[config.mk]
export PLATFORM = sky130hd
export DESIGN_NAME = zcmt_jt_cache
export DESIGN_NICKNAME = d
export VERILOG_FILES = /design/src/rtl/zcmt_jt_cache_pkg.sv /design/src/rtl/zcmt_jt_cache_lzc.sv /design/src/rtl/zcmt_jt_cache.sv
export SDC_FILE = /design/constraint.sdc
export NUM_CORES = 1
export LEC_CHECK = 0
export BUFFER_PORTS_ARGS = -buffer_cell sky130_fd_sc_hd__buf_2
export CORE_UTILIZATION = 40
export DETAILED_ROUTE_END_ITERATION = 12
export GPL_ROUTABILITY_DRIVEN = 0
export PLACE_DENSITY = 0.62
export SYNTH_ARGS = -nofsm -noshare
export SYNTH_HDL_FRONTEND = slang
export SYNTH_SLANG_ARGS = --single-unit
[constraint.sdc]
create_clock -name clk_i -period 2.76 [get_ports clk_i]
set_clock_uncertainty 0.15 [all_clocks]
set_input_delay 0.138 -clock clk_i [delete_from_list [all_inputs] [get_ports clk_i]]
set_output_delay 0.138 -clock clk_i [all_outputs]
set_load 0.005 [all_outputs]
[src/rtl/zcmt_jt_cache_pkg.sv]
// Shared types for the Zcmt jump-table cache: core config subset, data-cache
// port structs, the JVT CSR layout and the cached jump-table entry.
package zcmt_jt_cache_pkg;

  localparam int unsigned DcacheIndexWidth = 12;
  localparam int unsigned DcacheTagWidth   = 22;
  localparam int unsigned DcacheTidWidth   = 2;

  typedef struct packed {
    int unsigned XLEN;
    int unsigned DCACHE_INDEX_WIDTH;
    int unsigned DCACHE_TAG_WIDTH;
    int unsigned DCACHE_TID_WIDTH;
  } cva6_cfg_t;

  localparam cva6_cfg_t cva6_cfg_empty = '{
    XLEN:               32,
    DCACHE_INDEX_WIDTH: DcacheIndexWidth,
    DCACHE_TAG_WIDTH:   DcacheTagWidth,
    DCACHE_TID_WIDTH:   DcacheTidWidth
  };

  localparam int unsigned ZcmtIndexWidth = 8;
  localparam int unsigned ZcmtEntryBytes = 4;

  typedef struct packed {
    logic                      valid;
    logic [ZcmtIndexWidth-1:0] tag;
    logic [31:0]               target;
  } zcmt_entry_t;

  typedef struct packed {
    logic [25:0] base;
    logic [5:0]  mode;
  } zcmt_jvt_t;

  typedef struct packed {
    logic [DcacheIndexWidth-1:0] address_index;
    logic [DcacheTagWidth-1:0]   address_tag;
    logic [31:0]                 data_wdata;
    logic [0:0]                  data_wuser;
    logic                        data_req;
    logic                        data_we;
    logic [3:0]                  data_be;
    logic [1:0]                  data_size;
    logic [DcacheTidWidth-1:0]   data_id;
    logic                        kill_req;
    logic                        tag_valid;
  } zcmt_dcache_req_i_t;

  typedef struct packed {
    logic                      data_gnt;
    logic                      data_rvalid;
    logic [DcacheTidWidth-1:0] data_rid;
    logic [31:0]               data_rdata;
  } zcmt_dcache_req_o_t;

  // Byte address of a jump-table slot; wraps modulo 2^32.
  function automatic logic [31:0] zcmt_entry_addr(input logic [31:0]               jvt_word,
                                                  input logic [ZcmtIndexWidth-1:0] index);
    return jvt_word + (32'(index) << $clog2(ZcmtEntryBytes));
  endfunction

endpackage

[src/rtl/zcmt_jt_cache_lzc.sv]
// Leading/trailing zero counter; with MODE=0 it returns the position of the
// lowest set bit of in_i, empty_o flags an all-zero input.
module zcmt_jt_cache_lzc #(
  parameter  int unsigned WIDTH = 4,
  parameter  bit          MODE  = 1'b0,
  localparam int unsigned CntW  = (WIDTH > 1) ? $clog2(WIDTH) : 1
) (
  input  logic [WIDTH-1:0] in_i,
  output logic [CntW-1:0]  cnt_o,
  output logic             empty_o
);

  always_comb begin
    cnt_o   = '0;
    empty_o = ~|in_i;
    if (MODE) begin
      // Last assignment wins: highest set bit gives the leading-zero count.
      for (int i = 0; i < int'(WIDTH); i++) begin
        if (in_i[i]) cnt_o = CntW'(int'(WIDTH) - 1 - i);
      end
    end else begin
      for (int i = int'(WIDTH) - 1; i >= 0; i--) begin
        if (in_i[i]) cnt_o = CntW'(i);
      end
    end
  end

endmodule

[src/rtl/zcmt_jt_cache.sv]
// Small fully associative cache of Zcmt jump-table entries; misses fetch the
// 32-bit target through a data-cache port, one fill outstanding at a time.
module zcmt_jt_cache
  import zcmt_jt_cache_pkg::*;
#(
  parameter cva6_cfg_t   CVA6Cfg        = cva6_cfg_empty,
  parameter type         dcache_req_i_t = zcmt_dcache_req_i_t,
  parameter type         dcache_req_o_t = zcmt_dcache_req_o_t,
  parameter type         jvt_t          = zcmt_jvt_t,
  parameter int unsigned NrEntries      = 4
) (
  input  logic                      clk_i,
  input  logic                      rst_ni,
  input  logic                      flush_i,
  input  jvt_t                      jvt_i,
  input  logic                      req_valid_i,
  output logic                      req_ready_o,
  input  logic [ZcmtIndexWidth-1:0] index_i,
  output logic                      rsp_valid_o,
  output logic [31:0]               rsp_target_o,
  input  dcache_req_o_t             req_port_i,
  output dcache_req_i_t             req_port_o
);

  localparam int unsigned IdxW = CVA6Cfg.DCACHE_INDEX_WIDTH;
  localparam int unsigned TagW = CVA6Cfg.DCACHE_TAG_WIDTH;
  localparam int unsigned TidW = CVA6Cfg.DCACHE_TID_WIDTH;
  localparam int unsigned PtrW = $clog2(NrEntries);

  if (CVA6Cfg.XLEN != 32) begin : gen_xlen_check
    $error("zcmt_jt_cache supports XLEN == 32 only");
  end
  if (NrEntries < 2 || NrEntries > 16 || (NrEntries & (NrEntries - 1)) != 0) begin : gen_entries_check
    $error("zcmt_jt_cache NrEntries must be a power of two in 2..16");
  end
  if (IdxW + TagW != 34) begin : gen_addr_check
    $error("zcmt_jt_cache expects index + tag widths to cover 34 address bits");
  end

  typedef enum logic [1:0] {IDLE, REQ, WAIT, DRAIN} state_e;

  state_e                        state_q, state_d;
  zcmt_entry_t [NrEntries-1:0]   entry_q, entry_d;
  logic [PtrW-1:0]               rr_q, rr_d;
  logic [ZcmtIndexWidth-1:0]     idx_q, idx_d;
  logic [31:0]                   addr_q, addr_d;
  logic                          pend_q, pend_d;
  logic                          rsp_valid_q, rsp_valid_d;
  logic [31:0]                   rsp_target_q, rsp_target_d;

  logic                          hit;
  logic [31:0]                   hit_target;
  logic [NrEntries-1:0]          free_vec;
  logic [PtrW-1:0]               free_idx;
  logic                          all_valid;
  logic [PtrW-1:0]               victim;
  logic                          rsp_match;
  logic                          data_req;
  logic                          fill;
  logic [33:0]                   addr_full;

  always_comb begin
    hit        = 1'b0;
    hit_target = '0;
    for (int unsigned i = 0; i < NrEntries; i++) begin
      free_vec[i] = ~entry_q[i].valid;
      if (entry_q[i].valid && entry_q[i].tag == index_i) begin
        hit        = 1'b1;
        hit_target = entry_q[i].target;
      end
    end
  end

  zcmt_jt_cache_lzc #(
    .WIDTH (NrEntries),
    .MODE  (1'b0)
  ) i_first_free (
    .in_i    (free_vec),
    .cnt_o   (free_idx),
    .empty_o (all_valid)
  );

  assign victim    = all_valid ? rr_q : free_idx;
  assign rsp_match = req_port_i.data_rvalid && (req_port_i.data_rid == TidW'(1));

  always_comb begin
    state_d      = state_q;
    entry_d      = entry_q;
    rr_d         = rr_q;
    idx_d        = idx_q;
    addr_d       = addr_q;
    pend_d       = pend_q;
    rsp_valid_d  = 1'b0;
    rsp_target_d = rsp_target_q;
    req_ready_o  = 1'b0;
    data_req     = 1'b0;
    fill         = 1'b0;

    unique case (state_q)
      IDLE: begin
        req_ready_o = ~flush_i;
        if (req_valid_i && !flush_i) begin
          if (hit) begin
            rsp_valid_d  = 1'b1;
            rsp_target_d = hit_target;
          end else begin
            // Address is frozen here so a JVT write during the fill cannot
            // move a request the cache has not granted yet.
            idx_d   = index_i;
            addr_d  = zcmt_entry_addr({jvt_i.base, jvt_i.mode}, index_i);
            state_d = REQ;
          end
        end
      end
      REQ: begin
        data_req = 1'b1;
        if (req_port_i.data_gnt) begin
          pend_d  = 1'b0;
          state_d = flush_i ? DRAIN : WAIT;
        end else if (flush_i) begin
          pend_d  = 1'b1;
          state_d = DRAIN;
        end
      end
      WAIT: begin
        if (rsp_match) begin
          state_d = IDLE;
          if (!flush_i) begin
            fill         = 1'b1;
            rsp_valid_d  = 1'b1;
            rsp_target_d = req_port_i.data_rdata;
          end
        end else if (flush_i) begin
          state_d = DRAIN;
        end
      end
      DRAIN: begin
        // A flushed request still completes its handshake, then its data is dropped.
        data_req = pend_q;
        if (pend_q) begin
          if (req_port_i.data_gnt) pend_d = 1'b0;
        end else if (rsp_match) begin
          state_d = IDLE;
        end
      end
      default: state_d = IDLE;
    endcase

    if (fill) begin
      entry_d[victim] = '{valid: 1'b1, tag: idx_q, target: req_port_i.data_rdata};
      if (all_valid) begin
        rr_d = (rr_q == PtrW'(NrEntries - 1)) ? '0 : rr_q + PtrW'(1);
      end
    end

    if (flush_i) begin
      for (int unsigned i = 0; i < NrEntries; i++) begin
        entry_d[i].valid = 1'b0;
      end
    end
  end

  always_ff @(posedge clk_i or negedge rst_ni) begin
    if (!rst_ni) begin
      state_q      <= IDLE;
      entry_q      <= '0;
      rr_q         <= '0;
      idx_q        <= '0;
      addr_q       <= '0;
      pend_q       <= 1'b0;
      rsp_valid_q  <= 1'b0;
      rsp_target_q <= '0;
    end else begin
      state_q      <= state_d;
      entry_q      <= entry_d;
      rr_q         <= rr_d;
      idx_q        <= idx_d;
      addr_q       <= addr_d;
      pend_q       <= pend_d;
      rsp_valid_q  <= rsp_valid_d;
      rsp_target_q <= rsp_target_d;
    end
  end

  assign rsp_valid_o  = rsp_valid_q;
  assign rsp_target_o = rsp_target_q;
  assign addr_full    = {2'b00, addr_q};

  always_comb begin
    req_port_o               = '0;
    req_port_o.address_index = addr_full[IdxW-1:0];
    req_port_o.address_tag   = addr_full[IdxW +: TagW];
    req_port_o.data_wdata    = '0;
    req_port_o.data_wuser    = '0;
    req_port_o.data_req      = data_req;
    req_port_o.data_we       = 1'b0;
    req_port_o.data_be       = 4'hF;
    req_port_o.data_size     = 2'b10;
    req_port_o.data_id       = TidW'(1);
    req_port_o.kill_req      = 1'b0;
    req_port_o.tag_valid     = 1'b1;
  end

endmodule

==> qor.yml <==
drtPass1Iterations: 6
wire_per_inst_um: 16.6
clockBufferDepth: 3
gr-total-overflow: 0
grt_pass1_vias: 9153
synth_area_per_cell_um2: 10.8
grt_pass1_wl_mm: 48.2
nNetsFinal: 1428
worstPathCellList: "dlygate4sd3_1 -> buf_2 -> ha_4 -> o2111ai_1 -> and4_1 -> nor3_1 -> buf_4 -> nand4_1 -> xor2_1 -> dlygate4sd3_1 -> o21ai_0"
min_path_type: "input port to register"
post-route-period-util_pct: 95.3
dominantRegCellSynth: "dfrtp_1"
worst-endpoint-required_ns: 3.06
cpMostUsedCell: "dlygate4sd3_1"
synthesis.instances: 1111
synth_cell_types: 48
clk_root_buffer_cell: "clkbuf_16"
crit_fanout: 8
slew_violations: 0
drt_iter0_drc: 383
layout-drive-gt1-share_pct: 31.1
die_w_um: 175
io_buffers: 146
htree_num_levels: 1
fp.dieH_um: 175
synth_warnings: 0
startpoint_type: "input port"
clkLatencyLatePin_ns: 0.53
synth-edff-count: 0
power.density_mw_per_mm2: 723
stdcell_count: 1749
io_pins: 193
antenna_found_initial: 1
slew-limit-headroom_pct: 34.2
cp_slowest_cell: "dlygate4sd3_1"
async_flop_share_pct: 100
rows: 63
setup_violations: 0
hold_ws_ns: -0.0139
dp_hpwl_mm: 18.0
syn_area_mm2: 0.0120
layout_common_cells: "dfrtp_1 (242), nand2_1 (168), mux2_2 (160)"
fin_ws_ns: 0.128
dieArea_mm2: 0.0307
fillCellCount: 2695
pre_cts_ws_ns: 0.175
cts_tree: "built"
arrival_ns: 2.93
fmax_mhz: 380
yosysSeqAreaShare_pct: 50.5
cts_buffers: 28
layout_commonest_cell: "dfrtp_1"
routed_wl_mm: 29.0
worstMarginPinSlew_ns: 0.978
p_leak_nw: 7.28
core_region_area_mm2: 0.0296
outcome: "finished, violations left"
period_needed_ns: 2.63
cpPeakStageDelay_ns: 0.56
vias: 8820
grt.total_usage_pct: 19.5
clock_sinks: 242
initial_core_util_pct: 40.6
post-place-cells: 1608
grt_max_degree: 65
violations: "negative hold slack"
r2r_slack_ns: 0.23
syn_to_final_growth_pct: 24.7
peakVddDrop_mv: 0.505
hold_violations: 1
cts_setup_buffers: 0
drc: 0
synth_seq_cells: 242
path_clk_slew_ns: 0.06
crit_path_end_kind: "register"
ant_nets: 0
via_per_inst: 5.04
critPathKind: "input port to register"
maxCapViolations: 0
==> synth_stat cells, types with 2 or more instances <==
library cell	number	area, um^2
a211oi_1	8	60.1
a21o_1	3	22.5
a21oi_1	32	160
a311oi_1	7	61.3
a31oi_1	26	163
and3_1	2	12.5
buf_1	4	15.0
buf_2	31	155
buf_4	49	368
buf_6	5	56.3
clkbuf_1	26	97.6
conb_1	2	7.51
dfrtp_1	242	6060
ha_1	9	113
inv_1	14	52.6
mux2_1	15	169
mux2_2	160	1800
nand2_1	169	634
nand3_1	43	215
nand4_1	10	62.6
nor2_1	84	315
nor2b_1	2	12.5
nor3_1	11	55.1
nor3_2	2	20.0
nor3_4	2	32.5
nor4_2	2	25.0
o21a_1	3	22.5
o21ai_0	37	185
o21bai_1	2	15.0
o31ai_1	12	90.1
o31ai_2	20	250
or3_1	4	25.0
xnor2_1	44	385
xnor2_2	2	32.5
xor2_1	14	123
==> path summary, 6_finish.rpt <==
check,from,endpoint,cells past startpoint
min,jvt_i[7],addr_q[7]$_DFFE_PN0P_,4
max,index_i[5],addr_q[18]$_DFFE_PN0P_,11
min reg2reg,rsp_target_o[28]$_DFFE_PN0P_,rsp_target_o[28]$_DFFE_PN0P_,2
max reg2reg,entry_q[155]$_DFFE_PN0P_,rsp_target_o[24]$_DFFE_PN0P_,7
min in group asynchronous,rst_ni,rsp_target_o[27]$_DFFE_PN0P_,3
max in group asynchronous,rst_ni,addr_q[31]$_DFFE_PN0P_,3
==> state kept, by name, summed over array words and instances, names as in the netlist <==
name          flops
entry_q         164
addr_q           32
rsp_target_o     32
idx_q             8
rr_q              2
state_q           2
pend_q            1
rsp_valid_o       1
==> power by group <==
group | internal [W] | switching [W] | total (W) | leakage [nW]
clock | 0.00222 | 0.00146 | 0.00367 | 0.456
sequential | 0.00430 | 0.000457 | 0.00476 | 3.25
combinational | 0.00118 | 0.00121 | 0.00238 | 3.57
total | 0.00769 | 0.00312 | 0.0108 | 7.28
==> cell families after synthesis <==
kind of cell             count (synthesis)  share of synthesized area [%]
multiplexers                           175                           16.4
flip-flops                             242                           50.5
AND/OR/NAND/NOR                        338                           12.3
XOR/XNOR                                60                           4.51
other                                    2                         0.0626
AO/OA/AOI/OAI                          155                           8.93
buffers and inverters                  129                           6.21
adder cells (fa/ha/maj)                 10                           1.11
==> stage by stage <==
stage | hold WS (ns) | area (um^2) | utilization, % | power [W] | TNS (ns)
2_1_floorplan | -0.308 | 12200 | - | 0.00616 | 0
3_3_place_gp | -0.0715 | 13100 | 44.3 | 0.00700 | 0
3_5_place_dp | -0.0736 | 13100 | 44.3 | 0.00709 | 0
4_1_cts | 0.00164 | 14900 | 50.5 | 0.0109 | 0
5_1_grt | 0.0206 | 15000 | 50.6 | 0.0115 | -0.0128
6_report | -0.0139 | 15000 | 50.6 | 0.0108 | 0
==> layout make-up <==
type                       instances  area (um^2)  area share (%)
antenna                            1         2.50          0.0167
clock buffer                      43          858            5.74
clock inverter                     7         62.6           0.418
inverter                          14         52.6           0.351
multi-input combinational        784         5440            36.4
sequential                       242         6060            40.5
tap                              390          488            3.26
timing repair buffer             268         2000            13.4
==> worst max-delay path, delay by kind of cell <==
kind | cells | cell delay, ns
adder cells (fa/ha/maj) | 1 | 0.33
buffers and inverters | 4 | 1.49
AO/OA/AOI/OAI | 2 | 0.30
AND/OR/NAND/NOR | 3 | 0.52
XOR/XNOR | 1 | 0.15
==> timing repair <==
action,4_1_cts,5_1_grt
hold endpoints to repair,445,0
endpoints found under the setup margin,0,11
gates resized for setup,0,6
hold buffers,90,0
==> per-layer routing <==
layer / global-route usage, % / vias up / wire, um
met5: 0 / - / 0
met4: 4.46 / 0 / 614
met3: 3.13 / 42 / 1370
met2: 33.3 / 209 / 14100
met1: 26.0 / 4345 / 12900
li1: - / 4224 / -
No activity file was read; power rests on OpenSTA's default activity.
